File: config.mk
export PLATFORM = sky130hd
export DESIGN_NAME = triple_read_ctrl
export DESIGN_NICKNAME = d
export VERILOG_FILES = /design/src/rtl/cipher_pkg.sv /design/src/rtl/trc_rd_tracker.sv /design/src/rtl/triple_read_ctrl.sv
export SDC_FILE = /design/constraint.sdc
export NUM_CORES = 1
export LEC_CHECK = 0
export BUFFER_PORTS_ARGS = -buffer_cell sky130_fd_sc_hd__buf_2
export CELL_PAD_IN_SITES_DETAIL_PLACEMENT = 0
export CELL_PAD_IN_SITES_GLOBAL_PLACEMENT = 1
export CORE_ASPECT_RATIO = 1.25
export CORE_MARGIN = 1.5
export CORE_UTILIZATION = 43
export DETAILED_ROUTE_END_ITERATION = 8
export GPL_ROUTABILITY_DRIVEN = 1
export PLACE_DENSITY = 0.9
export SLEW_MARGIN = 20
export SYNTH_ARGS = -nofsm -noshare
export SYNTH_HDL_FRONTEND = slang
export SYNTH_SLANG_ARGS = --single-unit
export TNS_END_PERCENT = 100
File: constraint.sdc
create_clock -name clk -period 5 [get_ports clk]
set_input_delay 0.75 -clock clk [delete_from_list [all_inputs] [get_ports clk]]
set_output_delay 0.75 -clock clk [all_outputs]
set_load 0.01 [all_outputs]
File: src/rtl/cipher_pkg.sv
// cipher_pkg: shared types for the image cipher datapath.
// Holds FSM encoding, word/image constants and the triple bundles.
package cipher_pkg;

  localparam int WORD_W    = 32;
  localparam int IMG_WORDS = 2700;

  typedef enum logic [2:0] {
    IDLE    = 3'd0,
    ISSUE   = 3'd1,
    DRAIN   = 3'd2,
    PRESENT = 3'd3,
    FIN     = 3'd4
  } trc_state_t;

  typedef struct packed {
    logic [WORD_W-1:0] val1;
    logic [WORD_W-1:0] val2;
    logic [WORD_W-1:0] val3;
  } triple_t;

  // Tag riding alongside each outstanding read.
  // live=0 marks a padded slot past the image end.
  typedef struct packed {
    logic       live;
    logic       bsel;
    logic [1:0] slot;
  } rd_tag_t;

endpackage

File: src/rtl/trc_rd_tracker.sv
// trc_rd_tracker: RD_LAT-deep pipe of read valid + slot tag.
// Ports: clk_i, rst_ni, vld_i/tag_i (issue side), vld_o/tag_o (return side).
module trc_rd_tracker
  import cipher_pkg::*;
#(
  parameter int RD_LAT = 1
) (
  input  logic    clk_i,
  input  logic    rst_ni,
  input  logic    vld_i,
  input  rd_tag_t tag_i,
  output logic    vld_o,
  output rd_tag_t tag_o
);

  logic [RD_LAT-1:0] vld_q;
  rd_tag_t           tag_q [RD_LAT];

  always_ff @(posedge clk_i or negedge rst_ni) begin
    if (!rst_ni) begin
      vld_q <= '0;
      for (int i = 0; i < RD_LAT; i++) begin
        tag_q[i] <= '0;
      end
    end else begin
      vld_q[0] <= vld_i;
      tag_q[0] <= tag_i;
      for (int i = 1; i < RD_LAT; i++) begin
        vld_q[i] <= vld_q[i-1];
        tag_q[i] <= tag_q[i-1];
      end
    end
  end

  assign vld_o = vld_q[RD_LAT-1];
  assign tag_o = tag_q[RD_LAT-1];

endmodule

File: src/rtl/triple_read_ctrl.sv
// triple_read_ctrl: fetches word triples from a sync-read memory and
// presents them with valid/ready; one bounded pass per start pulse.
// Ports: clk, rst (async, active low), start; mem_ren/mem_addr/mem_rdata;
// val1..val3, out_valid, out_ready, triple_idx; busy, done (sticky).
// Build option: TRIPLE_PREFETCH_EN adds a second (ping-pong) buffer so
// the next triple is fetched while the current one is presented.
module triple_read_ctrl
  import cipher_pkg::*;
#(
  parameter int DATA_W    = WORD_W,
  parameter int ADDR_W    = 12,
  parameter int NUM_WORDS = IMG_WORDS,
  parameter int RD_LAT    = 1
) (
  input  logic              clk,
  input  logic              rst,
  input  logic              start,
  output logic              mem_ren,
  output logic [ADDR_W-1:0] mem_addr,
  input  logic [DATA_W-1:0] mem_rdata,
  output logic [DATA_W-1:0] val1,
  output logic [DATA_W-1:0] val2,
  output logic [DATA_W-1:0] val3,
  output logic              out_valid,
  input  logic              out_ready,
  output logic [ADDR_W-1:0] triple_idx,
  output logic              busy,
  output logic              done
);

`ifdef TRIPLE_PREFETCH_EN
  localparam logic PF = 1'b1;
`else
  localparam logic PF = 1'b0;
`endif

  // Two extra bits so base+slot and base+3 never overflow the compare.
  localparam int CW = ADDR_W + 2;
  localparam logic [CW-1:0] NW = CW'(NUM_WORDS);

  trc_state_t state_q, state_d;
  logic [1:0] slot_q, slot_d;
  logic [ADDR_W-1:0] nbase_q, nbase_d;
  logic [ADDR_W-1:0] pbase_q, pbase_d;
  logic [ADDR_W-1:0] pidx_q, pidx_d;
  logic wr_q, wr_d;
  logic rd_q, rd_d;
  logic [1:0] full_q, full_d;
  logic [1:0] pend_q, pend_d;
  logic busy_q, busy_d;
  logic done_q, done_d;
  logic [DATA_W-1:0] buf_q [2][3];
  logic [DATA_W-1:0] buf_d [2][3];

  logic [CW-1:0] iaddr;
  logic [CW-1:0] nb3;
  logic [CW-1:0] pb3;
  logic          live;
  logic          more;
  logic          xfer;
  logic          wr_nx;
  logic          issuing;
  rd_tag_t       in_tag;
  logic          trk_vld;
  rd_tag_t       trk_tag;

  logic [1:0] full_c;
  logic [1:0] pend_c;
  logic [1:0] launch;
  logic       free_wr;
  logic       free_nx;

  assign issuing = (state_q == ISSUE);
  assign iaddr   = {2'b00, nbase_q} + {{(CW-2){1'b0}}, slot_q};
  assign nb3     = {2'b00, nbase_q} + CW'(3);
  assign pb3     = {2'b00, pbase_q} + CW'(3);
  assign live    = (iaddr < NW);
  assign more    = ({2'b00, nbase_q} < NW);
  assign wr_nx   = wr_q ^ PF;

  // Padded slots are still tracked so they land as zero in order.
  assign mem_ren  = issuing && live;
  assign mem_addr = mem_ren ? iaddr[ADDR_W-1:0] : '0;

  assign in_tag.live = live;
  assign in_tag.bsel = wr_q;
  assign in_tag.slot = slot_q;

  trc_rd_tracker #(
    .RD_LAT(RD_LAT)
  ) u_trk (
    .clk_i (clk),
    .rst_ni(rst),
    .vld_i (issuing),
    .tag_i (in_tag),
    .vld_o (trk_vld),
    .tag_o (trk_tag)
  );

  assign out_valid  = full_q[rd_q];
  assign val1       = buf_q[rd_q][0];
  assign val2       = buf_q[rd_q][1];
  assign val3       = buf_q[rd_q][2];
  assign triple_idx = pidx_q;
  assign busy       = busy_q;
  assign done       = done_q;
  assign xfer       = out_valid && out_ready;

  always_comb begin
    state_d = state_q;
    slot_d  = slot_q;
    nbase_d = nbase_q;
    pbase_d = pbase_q;
    pidx_d  = pidx_q;
    wr_d    = wr_q;
    rd_d    = rd_q;
    busy_d  = busy_q;
    done_d  = done_q;
    buf_d   = buf_q;
    full_c  = full_q;
    pend_c  = pend_q;
    launch  = '0;

    if (trk_vld) begin
      buf_d[trk_tag.bsel][trk_tag.slot] =
        trk_tag.live ? mem_rdata : '0;
      if (trk_tag.slot == 2'd2) begin
        full_c[trk_tag.bsel] = 1'b1;
        pend_c[trk_tag.bsel] = 1'b0;
      end
    end

    if (xfer) begin
      full_c[rd_q] = 1'b0;
      rd_d = rd_q ^ PF;
      if (pb3 < NW) begin
        pbase_d = pbase_q + ADDR_W'(3);
        pidx_d  = pidx_q + ADDR_W'(1);
      end
    end

    // A buffer is free once nothing is held in it or headed to it.
    free_wr = !pend_c[wr_q] && !full_c[wr_q];
    free_nx = !pend_c[wr_nx] && !full_c[wr_nx];

    unique case (state_q)
      IDLE: begin
        if (start) begin
          state_d = ISSUE;
          slot_d  = 2'd0;
          nbase_d = '0;
          pbase_d = '0;
          pidx_d  = '0;
          busy_d  = 1'b1;
          done_d  = 1'b0;
          launch[wr_q] = 1'b1;
        end
      end
      ISSUE: begin
        slot_d = slot_q + 2'd1;
        if (slot_q == 2'd2) begin
          slot_d  = 2'd0;
          nbase_d = nb3[ADDR_W-1:0];
          wr_d    = wr_nx;
          if ((nb3 < NW) && free_nx) begin
            launch[wr_nx] = 1'b1;
          end else begin
            state_d = DRAIN;
          end
        end
      end
      DRAIN, PRESENT: begin
        if (more && free_wr) begin
          state_d = ISSUE;
          slot_d  = 2'd0;
          launch[wr_q] = 1'b1;
        end else if (pend_c != 2'b00) begin
          state_d = DRAIN;
        end else if ((full_c != 2'b00) || more) begin
          state_d = PRESENT;
        end else begin
          state_d = FIN;
        end
      end
      FIN: begin
        state_d = IDLE;
        busy_d  = 1'b0;
        done_d  = 1'b1;
      end
      default: begin
        state_d = IDLE;
      end
    endcase

    pend_d = pend_c | launch;
    full_d = full_c;
  end

  always_ff @(posedge clk or negedge rst) begin
    if (!rst) begin
      state_q <= IDLE;
      slot_q  <= '0;
      nbase_q <= '0;
      pbase_q <= '0;
      pidx_q  <= '0;
      wr_q    <= 1'b0;
      rd_q    <= 1'b0;
      full_q  <= '0;
      pend_q  <= '0;
      busy_q  <= 1'b0;
      done_q  <= 1'b0;
      for (int i = 0; i < 2; i++) begin
        for (int j = 0; j < 3; j++) begin
          buf_q[i][j] <= '0;
        end
      end
    end else begin
      state_q <= state_d;
      slot_q  <= slot_d;
      nbase_q <= nbase_d;
      pbase_q <= pbase_d;
      pidx_q  <= pidx_d;
      wr_q    <= wr_d;
      rd_q    <= rd_d;
      full_q  <= full_d;
      pend_q  <= pend_d;
      busy_q  <= busy_d;
      done_q  <= done_d;
      buf_q   <= buf_d;
    end
  end

endmodule

Word level (Yosys, flattened, before mapping). Cells that the tools add are included.

Reductions and logical operators: 20. Eq/ne operators: 10. Muxes and demuxes: 41. Add/sub/neg operators: 6. Bitwise gates (word level): 2. Order comparisons: 6.

Operator list (number): $bwmux W192 (1); $mux W12 (11); $demux W32 S2 (1); $mux W32 (2); $lt A13 B12 Y1 const B (3); $add A12 B2 Y13 const B (2); $pmux W12 S2 (1); $mux W3 (6); $add A12 B2 Y13 (1); $add A12 B1 Y12 const B (1); $add A12 B2 Y12 const B (1); $lt A12 B12 Y1 const B (1); $mux W1 (11); $pmux W3 S3 (1); $reduce_and A3 Y1 (3); $reduce_bool A2 Y1 (4); $eq A3 B2 Y1 const B (2); $logic_and A1 B1 Y1 (6); $mux W2 (3); $ne A2 B2 Y1 const B (3); $pmux W2 S3 (1); $eq A2 B2 Y1 const B (2); $pmux W1 S2 (2); $eq A3 B1 Y1 const B (1); other kinds (14) (15).

Output and inout port bits: 124. Logic and storage cells: 103. Register bits: 243. Bits of input ports: 36.

Logic depth before layout (Yosys ltp). Gate-level depths: netlist (run 1).

Depth in word-level cells: 11. Mapped depth: 11. Depth with buffers taken out: 10.

Modules after synthesis. Synthesis (run 1) repeated with hierarchy kept, for this count alone.

Cell total of the unflattened synthesis: 743. Area, all modules: 6830.3 um^2.

Modules (own cells, without submodules): triple_read_ctrl (area an instance 6705.2 um^2, sequential area each 3578.4 um^2, instances 1, cells each 738); trc_rd_tracker (area an instance 125.1 um^2, sequential area each 125.1 um^2, instances 1, cells each 5).

Worst setup path before layout (run 1). No wires, ideal clock.

Path kind: reg2out. From: register nbase_q[0]. To: output mem_addr[2]. Arrival time: 2.626 ns. Required time: 4.250 ns. Path slack: 1.624 ns. Stages on the path, launching flop included: 12. Buffers on the path: 1. Cell sequence: dfrtp_1 ha_1 inv_1 fa_1 and3b_1 clkbuf_1 nand4_1 xnor2_1 nand2_1 o21ai_0 nand2_1 a21oi_1.

Word-level cells in the longest chain between the ends: 4.

Ends and longest elaborated chain: start, declared (line triple_read_ctrl.sv:43) `logic [ADDR_W-1:0] nbase_q, nbase_d;`; start signal, assigned (line triple_read_ctrl.sv:220) `nbase_q <= nbase_d;`; $add A12 B2 Y13 * (line triple_read_ctrl.sv:74) `assign iaddr = {2'b00, nbase_q} + {{(CW-2){1'b0}}, slot_q};`; $lt A13 B12 Y1 (line triple_read_ctrl.sv:77) `assign live = (iaddr < NW);`; $logic_and A1 B1 Y1 (line triple_read_ctrl.sv:82) `assign mem_ren = issuing && live;`; $mux W12 * (line triple_read_ctrl.sv:83) `assign mem_addr = mem_ren ? iaddr[ADDR_W-1:0] : '0;`; end, declared (line triple_read_ctrl.sv:19) `output logic [ADDR_W-1:0] mem_addr,`.

Every way passes the cells marked *; elsewhere a longest branch is shown, timed or not.

Worst setup path in the final report (run 1). Same ends and word-level chain as after synthesis.

==> impl_metrics.py, run 1 <==
metrics = {
    "outcome": {
        "status": "completed",
    },
    "global_routing": {
        "grt_pass1_wl_mm": 26.8,
        "track_usage": 0.210,
        "grt_antenna_before_repair": 2,
        "grt.overflow.total": 0,
        "grt_pass1_vias": 5385,
        "largest_net_degree_at_the_start_of_global_routing": 65,
    },
    "setup_path": {
        "family_of_cells_with_the_greatest_summed_delay_on_the_critical_path": "simple AND/OR/NAND/NOR gates",
        "crit-reg2reg-launch": "pbase_q[0]$_DFF_PN0_",
        "critPathRequiredTime_ns": 4.25,
        "timing.critical_path.to_type": "primary output",
        "setup.worst_path.class": "reg2out",
        "critPathLaunch": "nbase_q[0]$_DFFE_PN0P_",
        "crit_path_frequent_cell": "nand2_1",
        "crit_fanout": 8,
        "worstPathBufferInverterCount": 2,
        "cp_slowest_stage_delay_ns": 0.47,
        "crit_chain": "ha_1 > inv_1 > fa_1 > and3b_1 > nand4_1 > xnor2_1 > nand2_1 > o21ai_0 > nand2_1 > a21oi_1 > buf_2",
        "worst_setup_path_start_kind": "flip-flop",
        "worst_ep_arrival_time_ns": 3.48,
        "critical_path.slowest_cell": "dfrtp_1",
    },
    "route": {
        "first_iter_violations": 410,
        "wl_per_cell_um": 15.2,
        "wl_mm": 16.6,
        "dr_total_vias": 5701,
        "via_density_per_instance": 5.24,
        "drt_pre_antenna_iters": 5,
        "postRouteAntennaNets": 0,
        "drt_drc_violations_left": 0,
    },
    "die": {
        "fp.dieW_um": 114,
        "initial_utilization": 0.441,
        "die_area_sq_um": 16200,
        "row_count": 50,
        "io_pins": 160,
        "die_height_um": 142,
        "core-area_sq_um": 15100,
    },
    "synth": {
        "syn-mean-instance-area_sq_um": 9.21,
        "postSynthRegisterBits": 145,
        "syn_nets": 764,
        "seq_area_frac_synth": 0.546,
        "ys_types": 63,
        "synthesis.yosys.warnings": 0,
        "synth_async_sr_flop_share": 1.00,
        "postSynth.topFlopCell": "dfrtp_1",
        "mappedNetlistArea_sq_um": 6650,
        "synth-edff-count": 0,
        "postSynthCellCount": 722,
    },
    "finish": {
        "layout-drive-gt1-share": 0.241,
        "area_growth_pct": 22.7,
        "final_common_cell": "nand2_1",
        "final_core_util": 0.541,
        "finalNetCount": 907,
        "final_cell_mix": "nand2_1 (161), buf_2 (158), dfrtp_1 (145), o21ai_0 (128), a21oi_1 (33)",
    },
    "power": {
        "power_density_nw_per_um2": 308,
        "power.static_leakage_nw": 3.74,
        "vdd_drop_max_mv": 0.167,
        "total_power_mw": 2.51,
    },
    "clock_tree": {
        "worst_skew_late_latency_ns": 0.43,
        "holdBufCountCts": 0,
        "clock_slew_at_reported_path_ffs_ns": 0.07,
        "postCtsSetupRepairBufs": 0,
        "clock-root-buffer": "clkbuf_16",
        "tritoncts.num_buffers": 17,
        "htree_num_levels": 4,
        "tritoncts_clock_tree": "built",
        "cts_sinks": 145,
        "clk_path_buf_depth": 2,
        "postCtsResizedCells": 0,
    },
    "timing": {
        "period_needed_ns": 4.23,
        "finalCritPeriodShare": 0.846,
        "fmax_mhz": 236,
        "finalMaxSlewViolations": 0,
        "tightestPinTransition_ns": 0.816,
        "fin_worst_skew_ns": 0.00893,
        "maxSlewHeadroom": 0.456,
        "setup_viol": 0,
        "setup_total_negative_slack_ns": 0,
        "rsz_0062_raised_after_global_routing": "no",
        "final.hold.worst_slack_ns": 0.190,
        "report.final.hold_viol_count": 0,
    },
    "min_path": {
        "min_path_type": "in2async",
    },
    "placed_design": {
        "port-buffer-count": 159,
        "placed_wire_length_estimate_mm": 11.2,
        "finalWeightedCongestion": 0.824,
    },
    "flow_run": {
        "maxCapViolations": 0,
    },
}
cell type report:
cell class / instances / area, sq um
fill: 1415 / 6920
sequential: 145 / 3630
multi-input combinational: 517 / 2770
timing repair buffer: 166 / 855
clock buffer: 17 / 425
tap: 208 / 260
clock inverter: 15 / 148
inverter: 18 / 67.6
antenna: 2 / 5.00
synth_stat cells (all sizes together) (8+ instances only):
cell	number	area, sq um
xnor2	13	114
nor3	9	45.0
o31ai	8	60.1
nand3	14	75.1
dfrtp	145	3630
inv	18	67.6
clkbuf	37	139
nor2	32	120
nand2	161	604
or3	12	75.1
a21oi	33	165
o21ai	137	686
flip-flops by register name (all words and copies together), names as in the netlist:
| name | cells |
|---|---|
| triple_idx | 12 |
| full_q | 1 |
| busy | 1 |
| done | 1 |
| u_trk.tag_o | 3 |
| nbase_q | 12 |
| pbase_q | 12 |
| state_q | 3 |
| u_trk.vld_o | 1 |
| slot_q | 2 |
| buf_q | 96 |
| pend_q | 1 |
per-layer routing:
metal	GRT usage	up-vias	share of wire
li1	-	2792	-
met1	0.270	2696	0.44
met2	0.342	184	0.48
met3	0.0443	29	0.053
met4	0.0961	0	0.025
met5	0	-	0
power breakdown:
| group | total [mW] | switching [mW] | internal [mW] |
|---|---|---|---|
| clock | 1.24 | 0.538 | 0.699 |
| combinational | 0.0811 | 0.0519 | 0.0292 |
| sequential | 1.19 | 0.0122 | 1.18 |
cells by family after synthesis:
| group | count (synthesis) | share of synthesized area |
|---|---|---|
| AOI/OAI and AO/OA | 210 | 0.178 |
| xor gates and xnor gates | 16 | 0.0211 |
| adders and majority gates | 6 | 0.0124 |
| buffers and inverters | 60 | 0.0380 |
| DFF | 145 | 0.546 |
| muxes | 9 | 0.0145 |
| and+or+nand+nor | 276 | 0.190 |
metrics by stage:
stage | instance area, sq um | setup slack (ns) | std cells
after floorplan | 6650 | 1.62 | 722
after global placement | 7580 | 1.35 | 1054
after global routing | 8160 | 0.515 | 1088
after detailed placement | 7580 | 1.27 | 1054
after CTS | 8150 | 0.762 | 1086
final | 8160 | 0.769 | 1088
path summary, 6_finish.rpt:
path,end,slack (ns),cells past startpoint
min,buf_q[172]$_DFFE_PN0P_,0.19,1
max reg2reg,triple_idx[7]$_DFF_PN0_,1.90,9
min in group clk,u_trk.tag_o[0]$_DFF_PN0_,0.46,0
max in group asynchronous,buf_q[188]$_DFFE_PN0P_,3.70,2
max,mem_addr[2],0.77,11
min reg2reg,u_trk.tag_o[0]$_DFF_PN0_,0.46,0
Note: power is estimated with default switching activity, not from simulation.
==> inputs of run 2 (changes only) <==
Settings changed: CORE_UTILIZATION 43 to 40, PLACE_DENSITY 0.9 to 0.84.
Clock period 5 ns to 4.43 ns, I/O delays scaled along.
==> run 2 against run 1 <==
Against the previous run: register-to-register slack got worse by 0.49 ns; design area increased by 0.43%; worst hold slack improved by 0.11 ns.
==> impl_metrics.py, run 2 (synthesis results as in run 1) <==
metrics = {
    "finish": {
        "final-instance-count-excl-fill": 1095,
        "largest_register_ffs": 96,
        "area_growth_pct": 23.2,
        "final_cell_mix": "nand2_1 (161), buf_2 (158), dfrtp_1 (145), o21ai_0 (128), a21oi_1 (33)",
        "final_common_cell": "nand2_1",
        "layout-drive-gt1-share": 0.241,
        "registers.top_by_ff_count": "buf_q",
        "final-seq-area_sq_um": 3630,
        "fillCellCount": 1573,
        "final_core_util": 0.506,
        "area_of_combinational_cells_with_multiple_inputs_sq_um": 2770,
        "finalNetCount": 907,
    },
    "placed_design": {
        "port-buffer-count": 159,
        "post-place-cells": 1062,
        "placed_wire_length_estimate_mm": 11.5,
        "finalWeightedCongestion": 0.854,
    },
    "route": {
        "drt_drc_violations_left": 0,
        "drt_pre_antenna_iters": 5,
        "dr_total_vias": 5617,
        "postRouteAntennaNets": 0,
        "first_iter_violations": 306,
        "wl_mm": 16.5,
        "via_density_per_instance": 5.13,
        "wl_per_cell_um": 15.1,
    },
    "setup_path": {
        "reg2reg_setup_slack_ns": 1.41,
        "cp_slowest_stage_delay_ns": 0.48,
        "critPathRequiredTime_ns": 3.77,
        "worstPathBufferInverterCount": 2,
        "critical_path.slowest_cell": "dfrtp_1",
        "crit_chain": "ha_1 > inv_1 > fa_1 > and3b_1 > nand4_1 > xnor2_1 > nand2_1 > o21ai_0 > nand2_1 > a21oi_1 > buf_2",
        "timing.critical_path.to_type": "primary output",
        "crit_path_frequent_cell": "nand2_1",
        "crit-reg2reg-launch": "pbase_q[0]$_DFF_PN0_",
        "ff2ff_path_depth": 9,
        "critPathLaunch": "nbase_q[0]$_DFFE_PN0P_",
        "crit_fanout": 8,
        "worst_ep_arrival_time_ns": 3.44,
        "worst_setup_path_start_kind": "flip-flop",
        "worst_r2r_endpoint": "triple_idx[7]$_DFF_PN0_",
        "setup.worst_path.class": "reg2out",
        "family_of_cells_with_the_greatest_summed_delay_on_the_critical_path": "simple AND/OR/NAND/NOR gates",
    },
    "die": {
        "row_count": 52,
        "fp.dieW_um": 118,
        "die_area_sq_um": 17400,
        "core-area_sq_um": 16200,
        "initial_utilization": 0.410,
        "die_height_um": 147,
        "io_pins": 160,
    },
    "clock_tree": {
        "clk_path_buf_depth": 2,
        "tritoncts.num_buffers": 17,
        "worst_skew_late_latency_ns": 0.42,
        "htree_num_levels": 4,
        "cts_sinks": 145,
        "tritoncts_clock_tree": "built",
        "clock-root-buffer": "clkbuf_16",
        "postCtsSetupRepairBufs": 0,
        "postCtsResizedCells": 0,
        "holdBufCountCts": 0,
        "clock_slew_at_reported_path_ffs_ns": 0.07,
    },
    "timing": {
        "period_needed_ns": 4.10,
        "fin_worst_skew_ns": 0.00827,
        "report.final.hold_viol_count": 0,
        "finalMaxSlewViolations": 0,
        "rsz_0062_raised_after_global_routing": "no",
        "finalCritPeriodShare": 0.926,
        "fmax_mhz": 244,
        "setup_total_negative_slack_ns": 0,
        "tightestPinTransition_ns": 0.803,
        "maxSlewHeadroom": 0.464,
        "setup_viol": 0,
    },
    "power": {
        "power_density_nw_per_um2": 353,
        "vdd_drop_max_mv": 0.215,
        "power.static_leakage_nw": 3.76,
    },
    "flow_run": {
        "maxCapViolations": 0,
    },
    "global_routing": {
        "grt_pass1_vias": 5384,
        "grt_antenna_before_repair": 1,
        "track_usage": 0.196,
        "largest_net_degree_at_the_start_of_global_routing": 89,
        "grt_pass1_wl_mm": 27.4,
        "grt.overflow.total": 0,
    },
    "outcome": {
        "status": "completed",
    },
    "min_path": {
        "min_path_type": "in2async",
    },
}
==> run 2: worst register-to-register path, cell delays in order (launching register included) <==
cell and delay, ns:
dfrtp_1 0.46, inv_1 0.11, ha_1 0.36, nand2b_1 0.29
mux2_4 0.30, o22ai_2 0.13, o211ai_1 0.14, a21o_2 0.44
or4_1 0.58, a21oi_1 0.15
==> run 2: worst max-delay path by stage <==
stage / cells after the start / endpoint / slack [ns]
after floorplan: 11 / mem_addr[2] / 1.14
after global placement: 11 / mem_addr[2] / 0.95
after detailed placement: 11 / mem_addr[2] / 0.80
after CTS: 11 / mem_addr[2] / 0.33
after global routing: 11 / mem_addr[4] / 0.02
final: 11 / mem_addr[2] / 0.33
==> run 2: area by class of cell <==
class | count | area share
clock buffer | 17 | 0.0519
antenna | 1 | 0.000306
sequential | 145 | 0.443
timing repair buffer | 166 | 0.104
multi-input combinational | 517 | 0.338
inverter | 18 | 0.00825
clock inverter | 15 | 0.0214
tap | 216 | 0.0330
==> run 2: where the power goes <==
| group | switching (mW) | internal [mW] | leakage (nW) |
|---|---|---|---|
| clock | 0.608 | 0.848 | 0.295 |
| sequential | 0.0142 | 1.33 | 1.44 |
| combinational | 0.0572 | 0.0330 | 2.02 |
| total | 0.679 | 2.21 | 3.76 |
==> run 2: per-layer routing <==
layer	routed length, um	global-route usage	vias to the layer above	share of wire
met5	0	0	-	0
met4	358	0.0823	0	0.022
met3	772	0.0334	24	0.047
met2	8030	0.333	168	0.49
met1	7340	0.247	2630	0.44
li1	-	-	2795	-
==> run 2: per-stage QoR <==
step	power, mW	setup slack (ns)	hold WS, ns	instance area [sq um]
2_1_floorplan	1.40	1.14	0.369	6650
3_3_place_gp	1.46	0.953	0.437	7590
3_5_place_dp	1.46	0.799	0.446	7590
4_1_cts	2.93	0.330	0.331	8190
5_1_grt	3.00	0.0205	0.360	8190
6_report	2.89	0.327	0.299	8190
